File: src/rtl/prbs_pkg.sv
// Shared PRBS31 (x^31 + x^28 + 1) constants and FSM encoding, common to the
// on-chip generator and the receive-side checker.
package prbs_pkg;

  localparam int PRBS_LEN = 31;
  localparam int TAP_A    = 30;
  localparam int TAP_B    = 27;

  localparam logic [PRBS_LEN-1:0] PRBS_SEED = 31'd1;

  typedef enum logic {
    HUNT   = 1'b0,
    LOCKED = 1'b1
  } prbs_state_t;

  function automatic logic prbs_tap(input logic [PRBS_LEN-1:0] s);
    return s[TAP_A] ^ s[TAP_B];
  endfunction

endpackage

File: src/rtl/prbs31_core.sv
// 31-bit PRBS shift register with the next-bit prediction; the caller picks
// whether the register is fed from the line or from its own prediction.
module prbs31_core
  import prbs_pkg::*;
(
  input  logic                clk,
  input  logic                rst_n,
  input  logic                i_shift,
  input  logic                i_din,
  output logic                o_exp,
  output logic [PRBS_LEN-1:0] o_state
);

  logic [PRBS_LEN-1:0] r_s;

  always_ff @(posedge clk or posedge rst_n) begin
    if (rst_n) begin
      r_s <= '0;
    end else if (i_shift) begin
      r_s <= {r_s[PRBS_LEN-2:0], i_din};
    end
  end

  assign o_exp   = prbs_tap(r_s);
  assign o_state = r_s;

endmodule

File: config.mk
export PLATFORM = sky130hd
export DESIGN_NAME = prbs31_core
export DESIGN_NICKNAME = d
export VERILOG_FILES = /design/src/rtl/prbs_pkg.sv /design/src/rtl/prbs31_core.sv
export SDC_FILE = /design/constraint.sdc
export NUM_CORES = 1
export LEC_CHECK = 0
export ABC_AREA = 1
export BUFFER_PORTS_ARGS = -buffer_cell sky130_fd_sc_hd__buf_4
export CAP_MARGIN = 0
export CORE_ASPECT_RATIO = 1.75
export CORE_UTILIZATION = 49
export DETAILED_ROUTE_END_ITERATION = 10
export PLACE_DENSITY_LB_ADDON = 0.25
export SYNTH_ARGS = -nofsm -noshare
export SYNTH_HDL_FRONTEND = slang
export SYNTH_SLANG_ARGS = --single-unit
File: constraint.sdc
create_clock -name clk -period 0.9 [get_ports clk]
set_input_delay 0.09 -clock clk [delete_from_list [all_inputs] [get_ports clk]]
set_output_delay 0.09 -clock clk [all_outputs]
set_load 0.01 [all_outputs]
# Yosys cells after proc, flatten, opt, wreduce, memory -nomap -nowiden
# Cells that the tools add are included.
dict set report op_classes {
  bitwise 1
}
# cell count
set ops {}
lappend ops {{1-bit bitwise XOR} 1}
dict set report word_totals {
  inputBits 4
  regBits 31
  wordCells 2
  out_inout_bits 32
}

# Depth between registers and ports, before layout
# Gate-level depths: netlist of run 1.
dict set report logic_depth {
  word_depth 1
  mapped_depth 4
  ltp_nobuf 3
}

# Least setup slack after synthesis of run 1
# Ideal clock, no wire load.
dict set report synth_timing {
  path_type {flip-flop to output port}
  startpoint {register r_s[27], in the netlist o_state[27]}
  endpoint {output o_exp}
  t_required_ps 810
  arrival_ps 620
  path_slack_ps 190
  path_stages_with_launch 4
  n_path_buf 0
  path_cell_list {dfrtp_1 > inv_1 > nand2_1 > nand2_1}
}
dict set report synth_between {
  elab_chain_len 1
}
# element line_no
set synth_lines {}
lappend synth_lines {{start: declaration} prbs31_core.sv:14} ;# logic [PRBS_LEN-1:0] r_s;
lappend synth_lines {{start signal: assignment} prbs31_core.sv:20} ;# r_s <= {r_s[PRBS_LEN-2:0], i_din};
lappend synth_lines {{1-bit bitwise XOR} prbs_pkg.sv:17} ;# return s[TAP_A] ^ s[TAP_B];
lappend synth_lines {{end: declaration} prbs31_core.sv:10} ;# output logic o_exp,
# Every way passes these cells.

# Final worst setup path of run 1
dict set report layout_timing {
  startpoint {register r_s[27], in the netlist o_state[27]}
  endpoint {output o_state[27]}
}
# element line_no
set layout_lines {}
lappend layout_lines {{end: declaration} prbs31_core.sv:11} ;# output logic [PRBS_LEN-1:0] o_state
# No word-level cell between the ends.

==> metrics.md, run 1 <==
| Metric | Value |
|---|---|
| Synth area leaders | dfrtp_1 (66%), nand2_1 (31%), buf_2 (2.5%) |
| Die Ht | around 67 µm |
| Vias in the first global route | 1057 |
| Root Driver | clkbuf_8 |
| Critical path data arrival time | about 0.96 ns |
| First-pass GRT wire length | 4550 µm |
| DR pass1 iterations | 4 |
| Setup crit end kind | primary output |
| Slew HR | 0.885 |
| Final Hold Viols | 0 |
| Hold Path Class | in -> reg |
| Crit Path Class | reg -> out |
| Synthesized cell area | about 1200 µm² |
| Worst hold endpoint | o_state[0]$_DFFE_PP0P_ |
| WL final | 2920 µm |
| Sink Count | 31 |
| Post-Syn Instances | around 140 |
| Routed Antenna Nets | 0 |
| Die span in x | between 30 and 40 µm |
| Worst r2r dst | o_state[11]$_DFFE_PP0P_ |
| Reg2Reg Depth | 4 |
| Pin count of the biggest net entering global routing | 32 |
| Wire per inst | 12.4 µm |
| Grt ovf | 0 |
| Synth cell types | 5 |
| Slew of the pin with the lowest slew margin | about 0.17 ns |
| Syn Area/Cell | between 8 and 9 µm² |
| Synthesis Warnings | 0 |
| Min Hold Slack | 0.0361 ns |
| Vias per cell | just under 5 |
| Final #Nets | roughly 210 |
| Share of cells above drive strength 1 | 0.371 |
| Seq/Total Area, Yosys | 0.657 |
| Total GRT Usage | 0.255 |
| Failing checks | setup timing |
| Area grow syn2layout | 65.3% |
| HP Start | i_din |
| Clk pin slew, worst setup/hold paths | approximately 0.070 ns |
| CTS tree | done |
| Share of the synthesized area in the top cell type | 0.657 |
| Starting Density | 0.520 |
| Rows | 23 |
| Worst r2r src | o_state[10]$_DFFE_PP0P_ |
| Core area | ~2300 µm² |
| Initial antenna violation count | 0 |
| # DRC | 0 |
| Syn nets | around 140 |
| CTS buffer count | 5 |
| Post-place setup slack | around 0.11 ns |
| Setup slack after layout | -0.147 ns |
| Gp weighted congestion | approximately 0.68 |
| Critical Path RT | around 0.81 ns |
| Status | finished, violations left |
| Number of I/O pins | 36 |
| IO Port Bufs | 35 |
| Max Clock Skew | 0.00525 ns |
| Worst skew pair latency | about 0.28 ns |
| Leak | ~0.0011 µW |
| Hpwl dp | between 1500 and 2000 µm |
| DRC marker count from the first detailed-route iteration | 37 |
| Max rail drop VDD | about 1500 µV |
| Via Count | about 1100 |
| Cell taking the most area after synthesis | dfrtp_1 |
| Most common cell after layout, fill and taps aside | nand2_1 |
| Filler cell count | between 100 and 150 |
| Tcrit/Tclk final | 1.16 |
| H-tree depth | 2 |
| CTS Buffer Depth | 2 |
| Worst hold path depth | 3 |
| Crit Path Max Fanout | 3 |
| R2r setup slk | 0.03 ns |
| Die area | roughly 2600 µm² |
| Max reg flops | 31 |
| Final-report setup violation count | 7 |
| Power per standard cell area | ~2100 nW/µm² |
| Tmin final | 1.05 ns |
| Fin. max-slew vios | 0 |
| Final setup TNS | -0.413 ns |
| RSZ-0062 raised after global routing | true |
| #FFs+latches synth | 31 |
| F_max | 0.955 GHz |
| N_diodes | 0 |
| Highest-count cells in the layout ignoring fill and taps | nand2_1 (96), buf_4 (39), dfrtp_1 (31) |
| Maximum capacitance violations | 0 |
| Critical Path Source Type | flop |
-- how the worst max path moves through the flow --
stage                                       start                      to  slack [ns]  depth (start not counted)
after floorplan                             rst_n  o_state[0]$_DFFE_PP0P_        0.15                          1
after global placement    o_state[27]$_DFFE_PP0P_                   o_exp        0.15                          4
after detailed placement  o_state[27]$_DFFE_PP0P_                   o_exp        0.11                          4
after CTS                 o_state[27]$_DFFE_PP0P_             o_state[27]       -0.15                          2
after global routing      o_state[27]$_DFFE_PP0P_                   o_exp       -0.20                          4
final                     o_state[27]$_DFFE_PP0P_             o_state[27]       -0.15                          2
-- layout make-up --
class,count,area (µm²),area share
Clock buffer,8,100,0.0513
Tap cell,25,31.3,0.0160
Multi-Input combinational cell,96,360,0.185
Timing Repair Buffer,71,669,0.343
Inverter,4,15.0,0.00769
Sequential cell,31,776,0.397
-- cell usage after synthesis --
master    n
buf_2     6
dfrtp_1  31
inv_1     3
inv_2     1
nand2_1  96
-- cell families (layout without fill, tap and decap cells) --
group,count (synthesis),in the layout,share of synthesized area
buf+inv,10,83,0.0381
flops,31,31,0.657
simple gates,96,96,0.305
-- report_power, final --
| group | total (µW) | internal, µW | leakage (µW) | switching [µW] |
|---|---|---|---|---|
| clock network | 1200 | 697 | 0.0000515 | 498 |
| logic | 1220 | 731 | 0.000681 | 487 |
| registers | 1760 | 1600 | 0.000418 | 162 |
| total | 4170 | 3030 | 0.00115 | 1150 |
-- through the flow --
step                      area, µm²  instances  utilization  total power [µW]
after CTS                      1870        230        0.821              4060
final                          1950        235        0.859              4170
after global placement         1490        194        0.657              2500
after global routing           1950        235        0.859              4380
after floorplan                1180        137            -              2100
after detailed placement       1490        194        0.657              2540
-- what timing repair did --
action	in CTS	in global routing
pin swaps	0	1
endpoints found under the setup margin	32	32
resized for setup	16	13
setup buffers	27	5
hold endpoints to repair	31	0
hold buffers	1	0
-- critical path: stages, from the launching register on --
cell     delay [ns]
dfrtp_1        0.39
buf_4          0.15
buf_4          0.14
-- per-layer routing --
layer,vias to the layer above,wire [µm],track usage
met4,0,54,0.108
met1,549,1130,0.302
met5,-,0,0
met2,26,1610,0.406
li1,549,-,-
met3,8,129,0.0900
(Power assumes the default switching activity.)
==> inputs of run 2 (changes only) <==
CAP_MARGIN = unset   (was 0)
SETUP_SLACK_MARGIN = 0.4   (was unset)
==> metrics.md, run 2 <==
| Metric | Value |
|---|---|
| Most common flop cell mapped by yosys | dfrtp_1 |
| Number of I/O pins | 36 |
| Synth cell types | 5 |
| Worst setup endpoint GRT | o_exp |
| Share of the synthesized area in the top cell type | 0.657 |
| CTS buffer count | 5 |
| CTS Buffer Depth | 2 |
| Syn Area/Cell | around 8.6 µm² |
| Cell taking the most area after synthesis | dfrtp_1 |
| Commonest cells in the netlist | nand2_1 (96), dfrtp_1 (31), buf_2 (6) |
| Post-synth EDFFs | 0 |
| Gp weighted congestion | just over 0.7 |
| Log Error | [ERROR DPL-0038] Utilization greater than 100%, impossible to legalize |
| Status | aborted with a tool error |
| Synth area leaders | dfrtp_1 (66%), nand2_1 (31%), buf_2 (2.5%) |
| Die span in x | 39.1 µm |
| Root Driver | clkbuf_8 |
| Leading cell type by number of instances after synthesis | nand2_1 |
| Post-Syn Instances | 137 |
| H-tree depth | 2 |
| #FFs+latches synth | 31 |
| Seq/Total Area, Yosys | 0.657 |
| Ys async rst share | 1.00 |
| Sink Count | 31 |
| Rows | 23 |
| Hpwl dp | approximately 1600 µm |
| IO Port Bufs | 35 |
| Worst EP Category | primary output |
| Fail Step | global routing (5_1_grt) |
| Synthesis Warnings | 0 |
| Syn nets | between 100 and 150 |
| Die Ht | around 67 µm |
| Pin count of the biggest net entering global routing | 19 |
| Synthesized cell area | between 1000 and 1500 µm² |
| Starting Density | 0.520 |
[run 2: cell counts after synthesis]
No cell type changed its count.
[run 2: timing repair]
item / CTS
setup endpoints to repair: 63
buffers inserted: 27
hold endpoints to repair: 13
pin swaps: 11
gates resized for setup: 85
[run 2: through the flow]
| stage | setup WS, ns | area, µm² | cells | setup TNS [ns] | hold slack (ns) |
|---|---|---|---|---|---|
| 4_1_cts | -0.134 | 2090 | 230 | -0.518 | -0.226 |
| 3_5_place_dp | 0.115 | 1510 | 195 | 0 | 0.0783 |
| 3_3_place_gp | 0.142 | 1510 | 195 | 0 | 0.0738 |
| 2_1_floorplan | 0.200 | 1190 | 137 | 0 | 0.0121 |
[run 2: cell families after synthesis]
group / count (synthesis) / share of synthesized area
flops: 31 / 0.657
simple gates: 96 / 0.305
buf+inv: 10 / 0.0381
==> inputs of run 3 (changes only) <==
CORE_AREA = 2 2 63 65   (was unset)
CORE_ASPECT_RATIO = unset   (was 1.75)
CORE_UTILIZATION = unset   (was 49)
DIE_AREA = 0 0 65 67   (was unset)
PLACE_DENSITY_LB_ADDON = 0.15   (was 0.25)
SETUP_SLACK_MARGIN = unset   (was 0.4)
==> metrics.md, run 3 (synthesized netlist as in run 1, its figures left out) <==
| Metric | Value |
|---|---|
| Final-report setup violation count | 8 |
| Maximum capacitance violations | 0 |
| RSZ-0062 raised after global routing | true |
| Most common cell after layout, fill and taps aside | nand2_1 |
| Min Hold Slack | around 0.020 ns |
| Routed Antenna Nets | 0 |
| Highest-count cells in the layout ignoring fill and taps | nand2_1 (95), buf_4 (43), dfrtp_1 (31) |
| Initial antenna violation count | 0 |
| H-tree depth | 2 |
| WL final | around 2800 µm |
| Setup slack after layout | -0.156 ns |
| R2r setup slk | roughly 0.04 ns |
| Critical Path Max Stage Delay | ~0.40 ns |
| Starting Density | 0.328 |
| Die Ht | between 60 and 70 µm |
| Crit Path Class | reg -> out |
| Root Driver | clkbuf_8 |
| Area grow syn2layout | 69.7% |
| IO Port Bufs | 35 |
| Critical-path cell list | inv_1 > nand2_1 > nand2_1 > buf_4 |
| Clk pin slew, worst setup/hold paths | 0.06 ns |
| Max Clock Skew | 0.00235 ns |
| # DRC | 0 |
| Vias per cell | 4.23 |
| Critical Path Source Type | flop |
| Failing checks | setup timing |
| Worst skew pair latency | about 0.28 ns |
| Share of cells above drive strength 1 | 0.388 |
| Final #Nets | 217 |
| First-pass GRT wire length | 4780 µm |
| Fin. max-slew vios | 0 |
| Crit path buf inv count | 2 |
| Die span in x | about 65 µm |
| Total GRT Usage | 0.147 |
| Grt ovf | 0 |
| Hpwl dp | approximately 1700 µm |
| Gp weighted congestion | roughly 0.65 |
| Status | finished, violations left |
| Slew of the pin with the lowest slew margin | 0.205 ns |
| Max rail drop VDD | ~1000 µV |
| CTS buffer count | 5 |
| Sink Count | 31 |
| Family with the most delay on the worst path | flip-flops |
| Hold Path Class | in -> reg |
| Pin count of the biggest net entering global routing | 18 |
| Via Count | approximately 1100 |
| Leak | about 0.0012 µW |
| Critical path startpoint | o_state[27]$_DFFE_PP0P_ |
| Rows | 22 |
| Die area | 4360 µm² |
| CTS Buffer Depth | 2 |
| CTS tree | done |
| Tmin final | around 1.1 ns |
| Crit Path Max Fanout | 4 |
| N_diodes | 0 |
| Final core occ | 0.556 |
| Setup crit end kind | primary output |
| Wire per inst | ~11 µm |
| Critical path data arrival time | about 0.97 ns |
| Power per standard cell area | roughly 2100 nW/µm² |
| DR pass1 iterations | 4 |
| CP max stage cell | dfrtp_1 |
| Vias in the first global route | 1101 |
| DRC marker count from the first detailed-route iteration | 70 |
| Slew HR | 0.863 |
| Final Hold Viols | 0 |
| Max reg flops | 31 |
| Tcrit/Tclk final | 1.17 |
| Number of I/O pins | 36 |
| Placed Cells | 220 |
| Worst path most repeated cell | nand2_1 |
| Non-Filler Instances | roughly 260 |
| HP Start | i_din |
| Critical Path RT | slightly above 0.8 ns |
| Worst r2r src | o_state[22]$_DFFE_PP0P_ |
| F_max | 0.947 GHz |
| Core area | roughly 3600 µm² |
[run 3: cell type report]
class	instances	area, µm²
Clock buffer	8	100
Sequential cell	31	776
Inverter	4	15.0
Tap cell	48	60.1
Fill cell	330	1600
Multi-Input combinational cell	96	363
Timing Repair Buffer	75	691
[run 3: layer usage]
metal / routed length (µm) / global-route usage
met5: 0 / 0
met4: 38 / 0.0638
met3: 158 / 0.0524
met2: 1310 / 0.236
met1: 1260 / 0.179
[run 3: timing repair]
action                     in CTS  in global routing
cloned                          0                  0
buffers inserted               26                  7
hold buffers                    1                  0
hold endpoints to repair       31                  0
resized for setup              23                  8
setup endpoints to repair      32                 32
pin swaps                       0                  1
[run 3: worst paths after layout]
check	to	depth (start not counted)
max	o_exp	4
max in group asynchronous	o_state[15]$_DFFE_PP0P_	4
min in group asynchronous	o_state[6]$_DFFE_PP0P_	4
min	o_state[0]$_DFFE_PP0P_	3
min reg2reg	o_state[5]$_DFFE_PP0P_	2
max reg2reg	o_state[23]$_DFFE_PP0P_	4
[run 3: stage by stage]
stage / instance area [µm²] / power (µW) / TNS (ns) / setup slack (ns)
floorplan: 1180 / 2100 / 0 / 0.148
global placement: 1530 / 2520 / 0 / 0.161
detailed placement: 1530 / 2540 / 0 / 0.108
global route: 2000 / 4430 / -1.28 / -0.246
CTS: 1920 / 4100 / -0.578 / -0.170
finish: 2000 / 4160 / -0.434 / -0.156
[run 3: worst reg2reg max path, delay by kind of cell, from the launching register on]
family	cells	cell delay [ns]
buf+inv	2	0.27
simple gates	2	0.11
flops	1	0.39
[run 3: where the power goes]
group	switching [µW]	internal, µW
Combinational	468	747
Sequential	162	1600
Clock	487	697
